## config.mk

```make
export PLATFORM = sky130hd
export DESIGN_NAME = serial_frame_rx_flat
export DESIGN_NICKNAME = d
export VERILOG_FILES = /design/src/rtl/serial_frame_rx_pkg.sv /design/src/rtl/serial_frame_rx_if.sv /design/src/rtl/serial_frame_rx_byte_hold_buf.sv /design/src/rtl/serial_frame_rx.sv /design/src/flat_wrapper.sv
export SDC_FILE = /design/constraint.sdc
export NUM_CORES = 1
export LEC_CHECK = 0
export CAP_MARGIN = 40
export CORE_MARGIN = 4
export CORE_UTILIZATION = 55
export CTS_CLUSTER_DIAMETER = 60
export CTS_CLUSTER_SIZE = 20
export DETAILED_ROUTE_END_ITERATION = 10
export PLACE_DENSITY = 0.8
export SETUP_SLACK_MARGIN = 0.1
export SLEW_MARGIN = 40
export SYNTH_ARGS = -nofsm -noshare
export SYNTH_HDL_FRONTEND = slang
export SYNTH_SLANG_ARGS = --single-unit
```

## constraint.sdc

```tcl
create_clock -name clk -period 2.95 [get_ports clk]
set_input_delay 0.4425 -clock clk [delete_from_list [all_inputs] [get_ports clk]]
set_output_delay 0.4425 -clock clk [all_outputs]
set_load 0.01 [all_outputs]
```

## src/rtl/serial_frame_rx_pkg.sv

```systemverilog
// ---------------------------------------------------------------------------
// serial_rx_pkg
// Shared types for the serial frame receiver.
//   BYTE_W      : payload byte width.
//   rx_state_t  : receiver FSM states (HUNT = searching for sync, RECV = payload).
//   rx_beat_t   : one entry of the output holding buffer {first, last, data}.
// ---------------------------------------------------------------------------
package serial_rx_pkg;

    localparam int BYTE_W = 8;

    typedef enum logic {
        HUNT = 1'b0,
        RECV = 1'b1
    } rx_state_t;

    typedef struct packed {
        logic              first;
        logic              last;
        logic [BYTE_W-1:0] data;
    } rx_beat_t;

endpackage

```

## src/rtl/serial_frame_rx_if.sv

```systemverilog
// ---------------------------------------------------------------------------
// serial_frame_rx_if
// Bundles the serial input and the byte-wide valid/ready output of the
// serial frame receiver.
//   data, bit_en          : serial bit and its sample enable (from dff.q)
//   byte_out, byte_valid  : payload byte and its valid flag
//   byte_ready            : consumer accept
//   first, last           : frame position tags, qualified by byte_valid
//   overrun               : one-cycle pulse when a completed byte is dropped
//   in_frame              : receiver is assembling payload
// Modports: slave = the receiver, master = the driver/consumer side.
// ---------------------------------------------------------------------------
interface serial_frame_rx_if;
    import serial_rx_pkg::*;

    logic              data;
    logic              bit_en;
    logic [BYTE_W-1:0] byte_out;
    logic              byte_valid;
    logic              byte_ready;
    logic              first;
    logic              last;
    logic              overrun;
    logic              in_frame;

    modport slave (
        input  data, bit_en, byte_ready,
        output byte_out, byte_valid, first, last, overrun, in_frame
    );

    modport master (
        output data, bit_en, byte_ready,
        input  byte_out, byte_valid, first, last, overrun, in_frame
    );

endinterface

```

## src/rtl/serial_frame_rx_byte_hold_buf.sv

```systemverilog
// ---------------------------------------------------------------------------
// byte_hold_buf
// One-entry valid/ready holding register for a tagged payload byte.
//   clk, reset : clock and synchronous active-low reset
//   load       : write din this cycle (caller only loads when accept=1)
//   din        : {first, last, byte} to store
//   ready      : downstream accepts the held entry
//   valid      : an entry is held
//   dout       : held entry, stable while valid && !ready
//   accept     : a load this cycle will be taken (empty or draining now)
// ---------------------------------------------------------------------------
module byte_hold_buf
    import serial_rx_pkg::*;
(
    input  logic     clk,
    input  logic     reset,
    input  logic     load,
    input  rx_beat_t din,
    input  logic     ready,
    output logic     valid,
    output rx_beat_t dout,
    output logic     accept
);

    logic     valid_reg;
    rx_beat_t data_reg;

    always_ff @(posedge clk) begin
        if (!reset) begin
            valid_reg <= 1'b0;
            data_reg  <= '0;
        end else if (load) begin
            // A load on a draining cycle replaces the entry with no bubble.
            valid_reg <= 1'b1;
            data_reg  <= din;
        end else if (ready) begin
            valid_reg <= 1'b0;
        end
    end

    assign accept = !valid_reg || ready;
    assign valid  = valid_reg;
    assign dout   = data_reg;

endmodule

```

## src/rtl/serial_frame_rx.sv

```systemverilog
// ---------------------------------------------------------------------------
// serial_frame_rx
// Hunts for SYNC_PATTERN in a gated serial bit stream, then assembles
// FRAME_LEN payload bytes MSB-first and presents them on a valid/ready port
// with first/last tags. A byte completing while the holding buffer is still
// occupied is dropped, pulses overrun, and abandons the frame.
//   clk    : rising-edge clock
//   reset  : synchronous active-low reset
//   rx     : serial_frame_rx_if.slave (data, bit_en, byte_out, byte_valid,
//            byte_ready, first, last, overrun, in_frame)
// ---------------------------------------------------------------------------
module serial_frame_rx
    import serial_rx_pkg::*;
#(
    parameter logic [BYTE_W-1:0] SYNC_PATTERN = 8'hA5,
    parameter int                FRAME_LEN    = 4      // 1..255
)
(
    input  logic              clk,
    input  logic              reset,
    serial_frame_rx_if.slave  rx
);

    localparam logic [7:0] LAST_IDX = 8'(FRAME_LEN - 1);

    rx_state_t         state_reg;
    // Only the seven most recent bits are kept; the incoming bit completes
    // the byte, so the top bit of an 8-bit window would never be read.
    logic [BYTE_W-2:0] sr_reg;
    logic [3:0]        hunt_cnt_reg;
    logic [2:0]        bit_cnt_reg;
    logic [7:0]        byte_cnt_reg;
    logic              overrun_reg;

    logic [BYTE_W-1:0] shifted;
    logic              sync_hit;
    logic              byte_done;
    logic              buf_accept;
    logic              buf_load;
    logic              byte_drop;
    logic              buf_valid;
    rx_beat_t          beat_in;
    rx_beat_t          beat_out;

    assign shifted   = {sr_reg, rx.data};

    // hunt_cnt >= 7 means seven fresh bits plus the current one: the window
    // never contains stale payload bits or the reset value of sr.
    assign sync_hit  = (state_reg == HUNT) && rx.bit_en &&
                       (shifted == SYNC_PATTERN) && (hunt_cnt_reg >= 4'd7);

    assign byte_done = (state_reg == RECV) && rx.bit_en && (bit_cnt_reg == 3'd7);
    assign buf_load  = byte_done && buf_accept;
    assign byte_drop = byte_done && !buf_accept;

    assign beat_in   = '{first: (byte_cnt_reg == 8'd0),
                         last:  (byte_cnt_reg == LAST_IDX),
                         data:  shifted};

    always_ff @(posedge clk) begin
        if (!reset) begin
            state_reg    <= HUNT;
            sr_reg       <= '0;
            hunt_cnt_reg <= 4'd0;
            bit_cnt_reg  <= 3'd0;
            byte_cnt_reg <= 8'd0;
            overrun_reg  <= 1'b0;
        end else begin
            overrun_reg <= byte_drop;
            if (rx.bit_en) begin
                sr_reg <= shifted[BYTE_W-2:0];
                case (state_reg)
                    HUNT: begin
                        if (sync_hit) begin
                            state_reg    <= RECV;
                            hunt_cnt_reg <= 4'd0;
                            bit_cnt_reg  <= 3'd0;
                            byte_cnt_reg <= 8'd0;
                        end else if (hunt_cnt_reg != 4'd8) begin
                            hunt_cnt_reg <= hunt_cnt_reg + 4'd1;
                        end
                    end
                    RECV: begin
                        bit_cnt_reg <= bit_cnt_reg + 3'd1;
                        if (byte_done) begin
                            byte_cnt_reg <= byte_cnt_reg + 8'd1;
                            // Frame ends normally on its last byte, or is
                            // abandoned when the byte could not be stored.
                            if (byte_drop || (byte_cnt_reg == LAST_IDX)) begin
                                state_reg    <= HUNT;
                                hunt_cnt_reg <= 4'd0;
                            end
                        end
                    end
                    default: state_reg <= HUNT;
                endcase
            end
        end
    end

    byte_hold_buf u_hold (
        .clk    (clk),
        .reset  (reset),
        .load   (buf_load),
        .din    (beat_in),
        .ready  (rx.byte_ready),
        .valid  (buf_valid),
        .dout   (beat_out),
        .accept (buf_accept)
    );

    assign rx.byte_out   = beat_out.data;
    assign rx.first      = beat_out.first;
    assign rx.last       = beat_out.last;
    assign rx.byte_valid = buf_valid;
    assign rx.overrun    = overrun_reg;
    assign rx.in_frame   = (state_reg == RECV);

endmodule
```

## src/flat_wrapper.sv

```systemverilog
// flat-port wrapper written by rule: the top's interface ports become plain ports
module serial_frame_rx_flat import serial_rx_pkg::*;
#(
    parameter logic [BYTE_W-1:0] SYNC_PATTERN = 8'hA5,
    parameter int                FRAME_LEN    = 4               
)
  (clk, reset, rx_data, rx_bit_en, rx_byte_ready, rx_byte_out, rx_byte_valid, rx_first, rx_last, rx_overrun, rx_in_frame);
  serial_frame_rx_if rx_i ();
  input  logic clk;
  input  logic reset;
  input wire logic [$bits(rx_i.data)-1:0] rx_data;
  input wire logic [$bits(rx_i.bit_en)-1:0] rx_bit_en;
  input wire logic [$bits(rx_i.byte_ready)-1:0] rx_byte_ready;
  output wire logic [$bits(rx_i.byte_out)-1:0] rx_byte_out;
  output wire logic [$bits(rx_i.byte_valid)-1:0] rx_byte_valid;
  output wire logic [$bits(rx_i.first)-1:0] rx_first;
  output wire logic [$bits(rx_i.last)-1:0] rx_last;
  output wire logic [$bits(rx_i.overrun)-1:0] rx_overrun;
  output wire logic [$bits(rx_i.in_frame)-1:0] rx_in_frame;
  assign rx_i.data = rx_data;
  assign rx_i.bit_en = rx_bit_en;
  assign rx_i.byte_ready = rx_byte_ready;
  assign rx_byte_out = rx_i.byte_out;
  assign rx_byte_valid = rx_i.byte_valid;
  assign rx_first = rx_i.first;
  assign rx_last = rx_i.last;
  assign rx_overrun = rx_i.overrun;
  assign rx_in_frame = rx_i.in_frame;
  serial_frame_rx #(.SYNC_PATTERN(SYNC_PATTERN), .FRAME_LEN(FRAME_LEN)) u_core (.clk(clk), .reset(reset), .rx(rx_i));
endmodule
```

# == Yosys cells after proc, flatten, opt, wreduce, memory -nomap -nowiden ==
# Index checks and enable logic that the tools add are counted.
# totals
ff_bits,35
out_inout_bits,13
wordCells,55
# classes
addsub,3
magnitude_cmp,1
eq_ne,8
n_mux,16
bitwise_logic,1
reduce_logical,16
# op_table
op,n
$mux W4,4
$mux W8,2
$pmux W8 S2,1
$add A8 B1 Y8 const B,1
$eq A8 B2 Y1 const B,1
$eq A8 B8 Y1 const B,1
$logic_not A8 Y1,1
$pmux W4 S2,1
$logic_and A1 B1 Y1,7
$pmux W3 S2,1
$mux W1,5
$add A4 B1 Y4 const B,1
$ge A4 B3 Y1 const B,1
$ne A2 B2 Y1 const B,2
$ne A4 B4 Y1 const B,1
$reduce_and A4 Y1,1
$add A3 B1 Y3 const B,1
$eq A3 B3 Y1 const B,1
$mux W3,1
$ne A3 B2 Y1 const B,1
$reduce_and A3 Y1,1
$logic_not A1 Y1,2
$logic_or A1 B1 Y1,2
$ne A2 B1 Y1 const B,1
other kinds (4),4

# == Longest topological paths before layout ==
# Gate-level depths: netlist of the first run.
# logic_depth
ltp_word,8
depth_mapped,6
ltp_nobuf,6

# == By module ==
# A second synthesis of the first run with hierarchy kept.
# unflattened
cells_unflattened,184
area_unflattened_um2,1744.2
# modules_own_cells
module,instances,cells_each,area_each_um2,seq_area_each_um2
serial_frame_rx,1,148,1328.8,480.5
byte_hold_buf,1,36,415.4,220.2

# == Least setup slack after synthesis of the first run ==
# No wires, ideal clock.
# synth_path
kind,reg-to-reg
from,register u_core.sr_reg[2]
to,register u_core.hunt_cnt_reg[0]
arrival_time_ns,1.673
t_required_ns,2.819
setup_slack_ns,1.147
path_stages_with_launch,6
n_path_buf,1
path_cell_list,dfxtp_1 or4b_1 or4_4 buf_6 a41oi_1 a21oi_1
# synth_via
elab_chain_cells,5
elab_cells_between_ends,7
classes_between,2 x eq/ne; 2 x mux; 3 x reduce/logical
# synth_rtl
element,line,text
from (decl),serial_frame_rx.sv:29,logic [BYTE_W-2:0] sr_reg;
from (signal assigned),serial_frame_rx.sv:71,sr_reg <= shifted[BYTE_W-2:0];
$eq A8 B8 Y1 (*),serial_frame_rx.sv:50,(shifted == SYNC_PATTERN) && (hunt_cnt_reg >= 4'd7);
$logic_and A1 B1 Y1 (*),serial_frame_rx.sv:49,assign sync_hit = (state_reg == HUNT) && rx.bit_en &&
$logic_and A1 B1 Y1 (*),serial_frame_rx.sv:50,
$ne A3 B2 Y1 (no source line) or $mux W4 (tied branches),--,
$reduce_and A4 Y1 (no source line) or $pmux W4 S2 (tied branches),--,
to (signal assigned),serial_frame_rx.sv:80,hunt_cnt_reg <= hunt_cnt_reg + 4'd1;
to (decl),serial_frame_rx.sv:30,logic [3:0] hunt_cnt_reg;
# Mark *: on every way between the ends. The rest lies on a longest branch, timed or not.
# A chain may end at the register's enable or synchronous reset.

# == Final worst setup path of the first run ==
# layout_path
from,register u_core.state_reg (netlist: u_core.rx.in_frame)
to,output rx_in_frame
# layout_lines
element,line,text
from (decl),serial_frame_rx.sv:26,rx_state_t state_reg;
from (signal assigned),serial_frame_rx.sv:62,state_reg <= HUNT;
from (signal assigned),serial_frame_rx.sv:75,state_reg <= RECV;
from (signal assigned),serial_frame_rx.sv:90,state_reg <= HUNT;
to (decl),flat_wrapper.sv:19,output wire logic [$bits(rx_i.in_frame)-1:0] rx_in_frame;
# No word-level cell between the ends.

==> reports/results.tsv, run 1 <==
stage	metric	value	unit
layout	nets	216	
timing	min_period_over_period	0.6634	
floorplan	fp.dieH	61.26	µm
floorplan	coreArea	2734	µm²
global_route	grt_start_max_net_pins	24	
timing	setup_slack	0.9930	ns
critical_path	critical_path_class	flip-flop to primary output	
clocking	ctsHoldBuffers	0	
yosys	yosysWarnings	0	
placement	place_area	1762	µm²
layout	fin_area	1843	µm²
drt	postRouteAntennaNets	0	
yosys	netlist_area	1560	µm²
critical_path	critPathSlowestCell	clkdlybuf4s50_1	
timing	slew_headroom	0.6276	
yosys	seq_area_frac_synth	0.4491	
clocking	cts.sinks	35	
drt	wl_per_cell	13.75	µm
timing	finalHoldViolCount	0	
placement	post-place-ws	0.6710	ns
critical_path	cp_top_family	buffers and inverters	
timing	rsz0062_at_grt	no	
pwr	peakVddDrop	560.1	µV
layout	diodes	0	
layout	fillers	217	
critical_path	start_kind	flip-flop	
clocking	clock_latency	0.34	ns
yosys	syn_avg_cell_area	8.480	µm²
floorplan	dieArea	3753	µm²
placement	port_buffers	17	
layout	drive_gt1_frac	0.07282	
pwr	powerDensity	511.4	nW/µm²
clocking	postCtsSetupBuffers	0	
clocking	clkTransAtPathRegs	0.11	ns
drt	drt_iter0_markers	41	
yosys	async_flop_share	0	
outcome	status	completed	
drt	via_count	1349	
critical_path	slowest_delay	0.61	ns
layout	largest_reg_flops	10	
floorplan	ios	18	
placement	dp_cells	229	
drt	vias_per_cell	5.692	
critical_path	required	2.51	ns
clocking	cts_buffer_depth	2	
placement	gp_congestion	0.8291	
yosys	synth.distinct_cells	38	
yosys	syn_inst	184	
timing	worst_slew_pin_slew	0.5566	ns
timing	finalSetupViolCount	0	
critical_path	cp_max_fo	12	
clocking	h-tree-depth	2	
pwr	p_leak	0.6652	nW
drt	route.detailed.drc	0	
worst_hold_path	hp-class	flip-flop to flip-flop	
critical_path	end_kind	primary output	
global_route	grt_pass1_wl	5561	µm
clocking	cts_tree	built	
layout	instances_no_fill	237	
critical_path	crit_buf_inv	1	
critical_path	crit_path_cell_trace	clkdlybuf4s50_1	
placement	dp_hpwl	2366	µm
floorplan	die_x	61.26	µm
global_route	grt_pass1_vias	1253	
clocking	cts_buffers	5	
timing	fmax	0.5110	GHz
drt	wl	3259	µm
yosys	ys_ff_latch	35	
job	drv_cap	0	
timing	tns	0	ns
floorplan	rows	19	
clocking	cts.repair.resized	0	
yosys	synth_edf_count	0	
critical_path	cp.arrival	1.51	ns
global_route	grtUsageTotal	0.2012	
global_route	antenna_found_initial	0	
drt	first_pass_iters	4	
timing	final_max_slew_viol_count	0	
floorplan	initial_core_util	0.5707	
global_route	overflow	0	
yosys	syn_nets	195	
yosys	yosys_most_used_dff	dfxtp_1	
clocking	cts-root-buf	clkbuf_4	
timing	fin_skew	0.008276	ns
layout	utilization	0.6741	
layout	syn2layout_area_growth	18.12	%
timing	fin_crit	1.957	ns
[metrics by stage]
stage	power [mW]	hold slack, ns
4_1_cts	0.9484	0.4670
3_3_place_gp	0.6017	0.4445
6_report	0.9425	0.4626
2_1_floorplan	0.5781	0.4444
3_5_place_dp	0.6067	0.4501
5_1_grt	0.9871	0.4865
[worst paths after layout]
check	slack [ns]	depth (start not counted)	start	to
max	0.99	1	u_core.rx.in_frame	rx_in_frame
min	0.46	2	u_core.u_hold.dout[7]	u_core.u_hold.dout[7]
max reg2reg	1.07	4	u_core.sr_reg[2]	u_core.byte_cnt_reg[0]
min reg2reg	0.46	2	u_core.u_hold.dout[7]	u_core.u_hold.dout[7]
[cells in the final DEF, fill, tap and decap left out, types with 2 or more instances in the layout]
master and n:
nor3b_1 3, a311oi_1 2, mux2i_1 7, buf_4 3, xor2_1 3, clkdlybuf4s50_1 17
o21ai_0 4, dfxtp_1 35, xnor2_1 3, ha_1 6, nand2_1 28, nor4_1 2
nor3_1 3, a211oi_1 3, inv_1 9, nand4_1 5, nand3_1 7, a21oi_1 19
and3_1 2, clkbuf_4 5, nor2_1 19, nand2b_1 2
[where the power goes]
part           total (mW)  leakage (nW)  internal [mW]  switching, mW
clock               0.343        0.0452          0.178          0.165
combinational      0.0914         0.337         0.0407         0.0507
sequential          0.508         0.283          0.489         0.0196
total               0.943         0.665          0.708          0.235
[cells by family after synthesis]
family | after synthesis | share of synthesized area
flip-flops | 35 | 0.4491
buffers and inverters | 16 | 0.04330
AO/OA/AOI/OAI | 35 | 0.1339
AND/OR/NAND/NOR | 79 | 0.2470
multiplexers | 7 | 0.04491
XOR/XNOR | 6 | 0.03369
adder cells (fa/ha/maj) | 6 | 0.04811
[worst reg2reg max path, cell delays in order (launching register included)]
cell     delay [ns]
dfxtp_1        0.35
or4b_1         0.55
or4_4          0.57
nand2_1        0.24
nor3b_1        0.08
[cell usage after synthesis (2+ instances only)]
library cell | n | share of area
o21ai_0 | 4 | 0.013
nor4_1 | 2 | 0.0080
dfxtp_1 | 35 | 0.45
mux2i_1 | 7 | 0.045
a211oi_1 | 3 | 0.014
nand2_1 | 28 | 0.067
xor2_1 | 3 | 0.017
ha_1 | 6 | 0.048
and3_1 | 2 | 0.0080
nor3_1 | 3 | 0.0096
nand4_1 | 5 | 0.020
nor3b_1 | 3 | 0.014
a21oi_1 | 19 | 0.061
xnor2_1 | 3 | 0.017
nand3_1 | 7 | 0.022
nor2_1 | 19 | 0.046
buf_1 | 2 | 0.0048
clkbuf_1 | 3 | 0.0072
nand2b_1 | 2 | 0.0080
inv_1 | 9 | 0.022
a311oi_1 | 2 | 0.011
[area by class of cell]
type | instances | area (µm²) | area share
repair buffers | 20 | 192.7 | 0.1045
clock inverters | 3 | 43.79 | 0.02376
clock buffers | 5 | 37.54 | 0.02037
multi-input cells | 133 | 792.0 | 0.4297
flip-flops and latches | 35 | 700.7 | 0.3802
inverters | 10 | 37.54 | 0.02037
well taps | 31 | 38.79 | 0.02105
[metal layers]
| layer | share of wire | vias to the layer above | routed length (µm) | GRT usage |
|---|---|---|---|---|
| met4 | 0.013 | 0 | 41 | 0.06502 |
| met3 | 0.041 | 6 | 133 | 0.07757 |
| li1 | - | 683 | - | - |
| met2 | 0.52 | 27 | 1684 | 0.3459 |
| met5 | 0 | - | 0 | 0 |
| met1 | 0.43 | 633 | 1399 | 0.2287 |
No activity file was read; power rests on OpenSTA's default activity.
==> run 2, diff against run 1 <==
- CORE_UTILIZATION: 55 -> 54
- PLACE_DENSITY: 0.8 -> 0.79
- clock period: 2.95 -> 2 ns (I/O delays scaled with it)
==> reports/results.tsv, run 2 (synthesis gave the netlist of run 1 again) <==
stage	metric	value	unit
outcome	status	completed	
floorplan	rows	19	
clocking	cts_buffer_depth	2	
timing	fin_crit	1.859	ns
placement	port_buffers	17	
job	drv_cap	0	
floorplan	dieArea	3813	µm²
clocking	cts-root-buf	clkbuf_4	
placement	gp_congestion	0.8832	
clocking	postCtsSetupBuffers	0	
timing	finalHoldViolCount	0	
pwr	power	1.520	mW
floorplan	initial_core_util	0.5658	
pwr	swShare	0.2282	
layout	drive_gt1_frac	0.08696	
floorplan	ios	18	
drt	postRouteAntennaNets	0	
critical_path	crit_path_cell_trace	or4b_1 -> or3_2 -> a211oi_1 -> o31ai_1	
layout	syn2layout_area_growth	20.45	%
clocking	cts_buffers	5	
layout	final_common_cell	dfxtp_1	
timing	slew_headroom	0.6296	
clocking	h-tree-depth	2	
critical_path	required	2.23	ns
placement	place_area	1769	µm²
timing	final_max_slew_viol_count	0	
floorplan	fp.dieH	61.75	µm
global_route	grt_pass1_wl	5802	µm
global_route	overflow	0	
layout	nets	217	
critical_path	start_kind	flip-flop	
critical_path	slowest_delay	0.56	ns
floorplan	die_x	61.75	µm
layout	mostFrequentLayoutCells	dfxtp_1 (34), nand2_1 (27), a21oi_1 (19), nor2_1 (19), clkdlybuf4s50_1 (17)	
clocking	clock_latency	0.34	ns
placement	dp_cells	230	
timing	fmax	0.5379	GHz
global_route	grt_start_max_net_pins	21	
pwr	power.internal	1.173	mW
clocking	cts.sinks	35	
clocking	cts_tree	built	
pwr	peakVddDrop	819.3	µV
critical_path	cp_max_fo	4	
timing	worst_slew_pin_slew	0.5505	ns
drt	drt_iter0_markers	53	
placement	post-place-ws	-0.005814	ns
drt	wl_per_cell	14.19	µm
layout	instances_no_fill	238	
pwr	powerDensity	808.9	nW/µm²
layout	fin_area	1879	µm²
drt	vias_per_cell	5.803	
pwr	power_frac_seq	0.491	
pwr	p_comb_frac	0.096	
timing	min_period_over_period	0.9295	
clocking	clkTransAtPathRegs	0.11	ns
layout	diodes	0	
drt	via_count	1381	
drt	first_pass_iters	4	
pwr	p_leak	0.6810	nW
worst_hold_path	hp-class	flip-flop to flip-flop	
timing	rsz0062_at_grt	yes	
critical_path	critical_path_class	flip-flop to flip-flop	
timing	setup_slack	0.1411	ns
global_route	grt_pass1_vias	1301	
drt	route.detailed.drc	0	
critical_path	end_kind	flip-flop	
pwr	pwr-share-clk	0.412	
placement	dp_hpwl	2485	µm
timing	finalSetupViolCount	0	
global_route	grtUsageTotal	0.2093	
global_route	antenna_found_initial	0	
timing	fin_skew	0.009318	ns
layout	largest_reg_flops	10	
floorplan	coreArea	2758	µm²
critical_path	cp.arrival	2.09	ns
pwr	net-switching-power	0.3468	mW
drt	wl	3377	µm
critical_path	critPathSlowestCell	or4b_1	
==> run 2: worst paths after layout <==
| path | start | endpoint | slack [ns] | depth (start not counted) |
|---|---|---|---|---|
| worst min register to register | u_core.u_hold.dout[7] | u_core.u_hold.dout[7] | 0.46 | 2 |
| worst max register to register | u_core.sr_reg[2] | u_core.hunt_cnt_reg[1] | 0.14 | 4 |
| worst max-delay path | u_core.sr_reg[2] | u_core.hunt_cnt_reg[1] | 0.14 | 4 |
| worst min-delay path | u_core.u_hold.dout[7] | u_core.u_hold.dout[7] | 0.46 | 2 |
==> run 2: worst max-delay path, delay by kind of cell (launching register included) <==
family,cells,cell delay [ns]
AND/OR/NAND/NOR,2,1.01
AO/OA/AOI/OAI,2,0.40
flip-flops,1,0.35
==> run 2: per-stage QoR <==
| step | util | hold slack (ns) | setup TNS, ns |
|---|---|---|---|
| 2_1_floorplan | - | 0.4360 | 0 |
| 4_1_cts | 0.6792 | 0.4618 | 0 |
| 6_report | 0.6815 | 0.4608 | 0 |
| 5_1_grt | 0.6815 | 0.5016 | 0 |
| 3_5_place_dp | 0.6416 | 0.4461 | -0.007923 |
| 3_3_place_gp | 0.6416 | 0.4445 | 0 |
==> run 2: repair_timing <==
action | 4_1_cts | 5_1_grt
pin swaps | 0 | 1
endpoints found under the setup margin | 4 | 13
hold endpoints to repair | 0 | 0
gates resized for setup | 1 | 3
gates cloned | 0 | 0
hold buffers | 0 | 0
==> run 2: cell type report <==
type | count | area (µm²)
clock buffer | 6 | 41.29
fill | 221 | 878.3
sequential | 35 | 701.9
inverter | 10 | 37.54
clock inverter | 2 | 60.06
multi-input combinational | 133 | 799.5
timing repair buffer | 21 | 200.2
tap | 31 | 38.79
==> run 2: metal layers <==
layer,GRT usage,wire [µm],vias up
li1,-,-,687
met1,0.2490,1448,645
met2,0.3498,1710,41
met3,0.07438,161,8
met4,0.07273,57,0
met5,0,0,-
==> run 2: power by group through the flow <==
stage | clock network [mW] | logic, mW | registers, mW
finish | 0.627 | 0.146 | 0.747
global route | 0.669 | 0.165 | 0.752
CTS | 0.631 | 0.144 | 0.746
detailed placement | 0 | 0.141 | 0.762
global placement | 0 | 0.130 | 0.760
floorplan | 0 | 0.0976 | 0.755
==> run 3, diff against run 2 <==
- clock period: 2 -> 2.1 ns (I/O delays scaled with it)
==> reports/results.tsv, run 3 (synthesis gave the netlist of run 1 again) <==
stage	metric	value	unit
layout	drive_gt1_frac	0.09135	
layout	nets	218	
critical_path	end_kind	flip-flop	
critical_path	cp.arrival	2.11	ns
drt	via_count	1376	
global_route	overflow	0	
layout	mostFrequentLayoutCells	dfxtp_1 (35), nand2_1 (27), a21oi_1 (19), nor2_1 (19), clkdlybuf4s50_1 (17)	
placement	dp_cells	230	
placement	port_buffers	17	
timing	fmax	0.5270	GHz
timing	fin_hold_ws	0.4653	ns
timing	final_max_slew_viol_count	0	
placement	gp_congestion	0.8867	
global_route	grt_start_max_net_pins	21	
clocking	cts-root-buf	clkbuf_4	
clocking	clkTransAtPathRegs	0.11	ns
layout	diodes	0	
critical_path	cp_max_fo	6	
pwr	p_leak	0.6592	nW
pwr	peakVddDrop	678.5	µV
drt	postRouteAntennaNets	0	
clocking	cts.sinks	35	
timing	tns	0	ns
clocking	h-tree-depth	2	
timing	slew_headroom	0.6576	
floorplan	initial_core_util	0.5658	
layout	fin_area	1848	µm²
placement	dp_hpwl	2375	µm
floorplan	die_x	61.75	µm
worst_hold_path	hp-class	flip-flop to flip-flop	
global_route	antenna_found_initial	0	
timing	min_period_over_period	0.9036	
critical_path	required	2.31	ns
timing	fin_crit	1.897	ns
timing	rsz0062_at_grt	no	
floorplan	coreArea	2758	µm²
outcome	status	completed	
placement	post-place-ws	0.05338	ns
floorplan	ios	18	
critical_path	critical_path_class	flip-flop to flip-flop	
clocking	cts_tree	built	
global_route	grtUsageTotal	0.1977	
floorplan	rows	19	
drt	wl_per_cell	13.95	µm
layout	syn2layout_area_growth	18.44	%
clocking	cts_buffer_depth	2	
timing	setup_slack	0.2025	ns
clocking	cts_buffers	5	
timing	fin_skew	0.008922	ns
placement	place_area	1769	µm²
layout	largest_reg_flops	10	
critical_path	start_kind	flip-flop	
layout	instances_no_fill	239	
drt	first_pass_iters	4	
floorplan	fp.dieH	61.75	µm
global_route	grt_pass1_wl	5354	µm
pwr	powerDensity	654.2	nW/µm²
drt	vias_per_cell	5.757	
global_route	grt_pass1_vias	1283	
drt	wl	3334	µm
timing	worst_slew_pin_slew	0.5088	ns
drt	route.detailed.drc	0	
drt	drt_iter0_markers	84	
timing	finalSetupViolCount	0	
floorplan	dieArea	3813	µm²
layout	final_common_cell	dfxtp_1	
timing	finalHoldViolCount	0	
clocking	clock_latency	0.35	ns
job	drv_cap	0	
run 3: final cells by class:
cell class	instances	area (µm²)
clock buffers	6	41.29
clock inverters	2	12.51
fillers	234	909.6
inverters	10	37.54
multi-input cells	134	817.0
flip-flops and latches	35	700.7
well taps	31	38.79
repair buffers	21	200.2
run 3: final timing paths:
path | start | to | slack (ns) | cells after the start
worst max-delay path | u_core.sr_reg[2] | u_core.hunt_cnt_reg[0] | 0.20 | 4
worst min-delay path | u_core.u_hold.dout[4] | u_core.u_hold.dout[4] | 0.47 | 2
worst max register to register | u_core.sr_reg[2] | u_core.hunt_cnt_reg[0] | 0.20 | 4
worst min register to register | u_core.u_hold.dout[4] | u_core.u_hold.dout[4] | 0.47 | 2
run 3: metal layers:
metal | global-route usage | up-vias | wire [µm]
met5 | 0 | - | 0
met4 | 0.1303 | 0 | 104
met3 | 0.05372 | 13 | 152
met2 | 0.3274 | 43 | 1620
met1 | 0.2221 | 625 | 1457
li1 | - | 695 | -
run 3: critical path, stage by stage, from the launching register on:
cell	delay, ns
dfxtp_1	0.35
or4b_4	0.55
or4_4	0.61
a41oi_2	0.19
a21oi_1	0.07
run 3: where the power goes:
group | switching, mW | internal (mW) | total [mW]
clock | 0.228 | 0.129 | 0.357
combinational | 0.0764 | 0.0603 | 0.137
sequential | 0.0283 | 0.687 | 0.715
total | 0.333 | 0.876 | 1.21
run 3: through the flow:
step                      total power [mW]  utilization
after global routing                 1.270       0.6701
after CTS                            1.212       0.6611
after detailed placement            0.8561       0.6416
after global placement              0.8470       0.6416
final                                1.209       0.6701
after floorplan                     0.8122            -
run 3: timing repair:
action / in CTS / in global routing
hold buffers: 0 / 0
resized for setup: 0 / 4
endpoints found under the setup margin: 0 / 2
setup buffers: 0 / 0
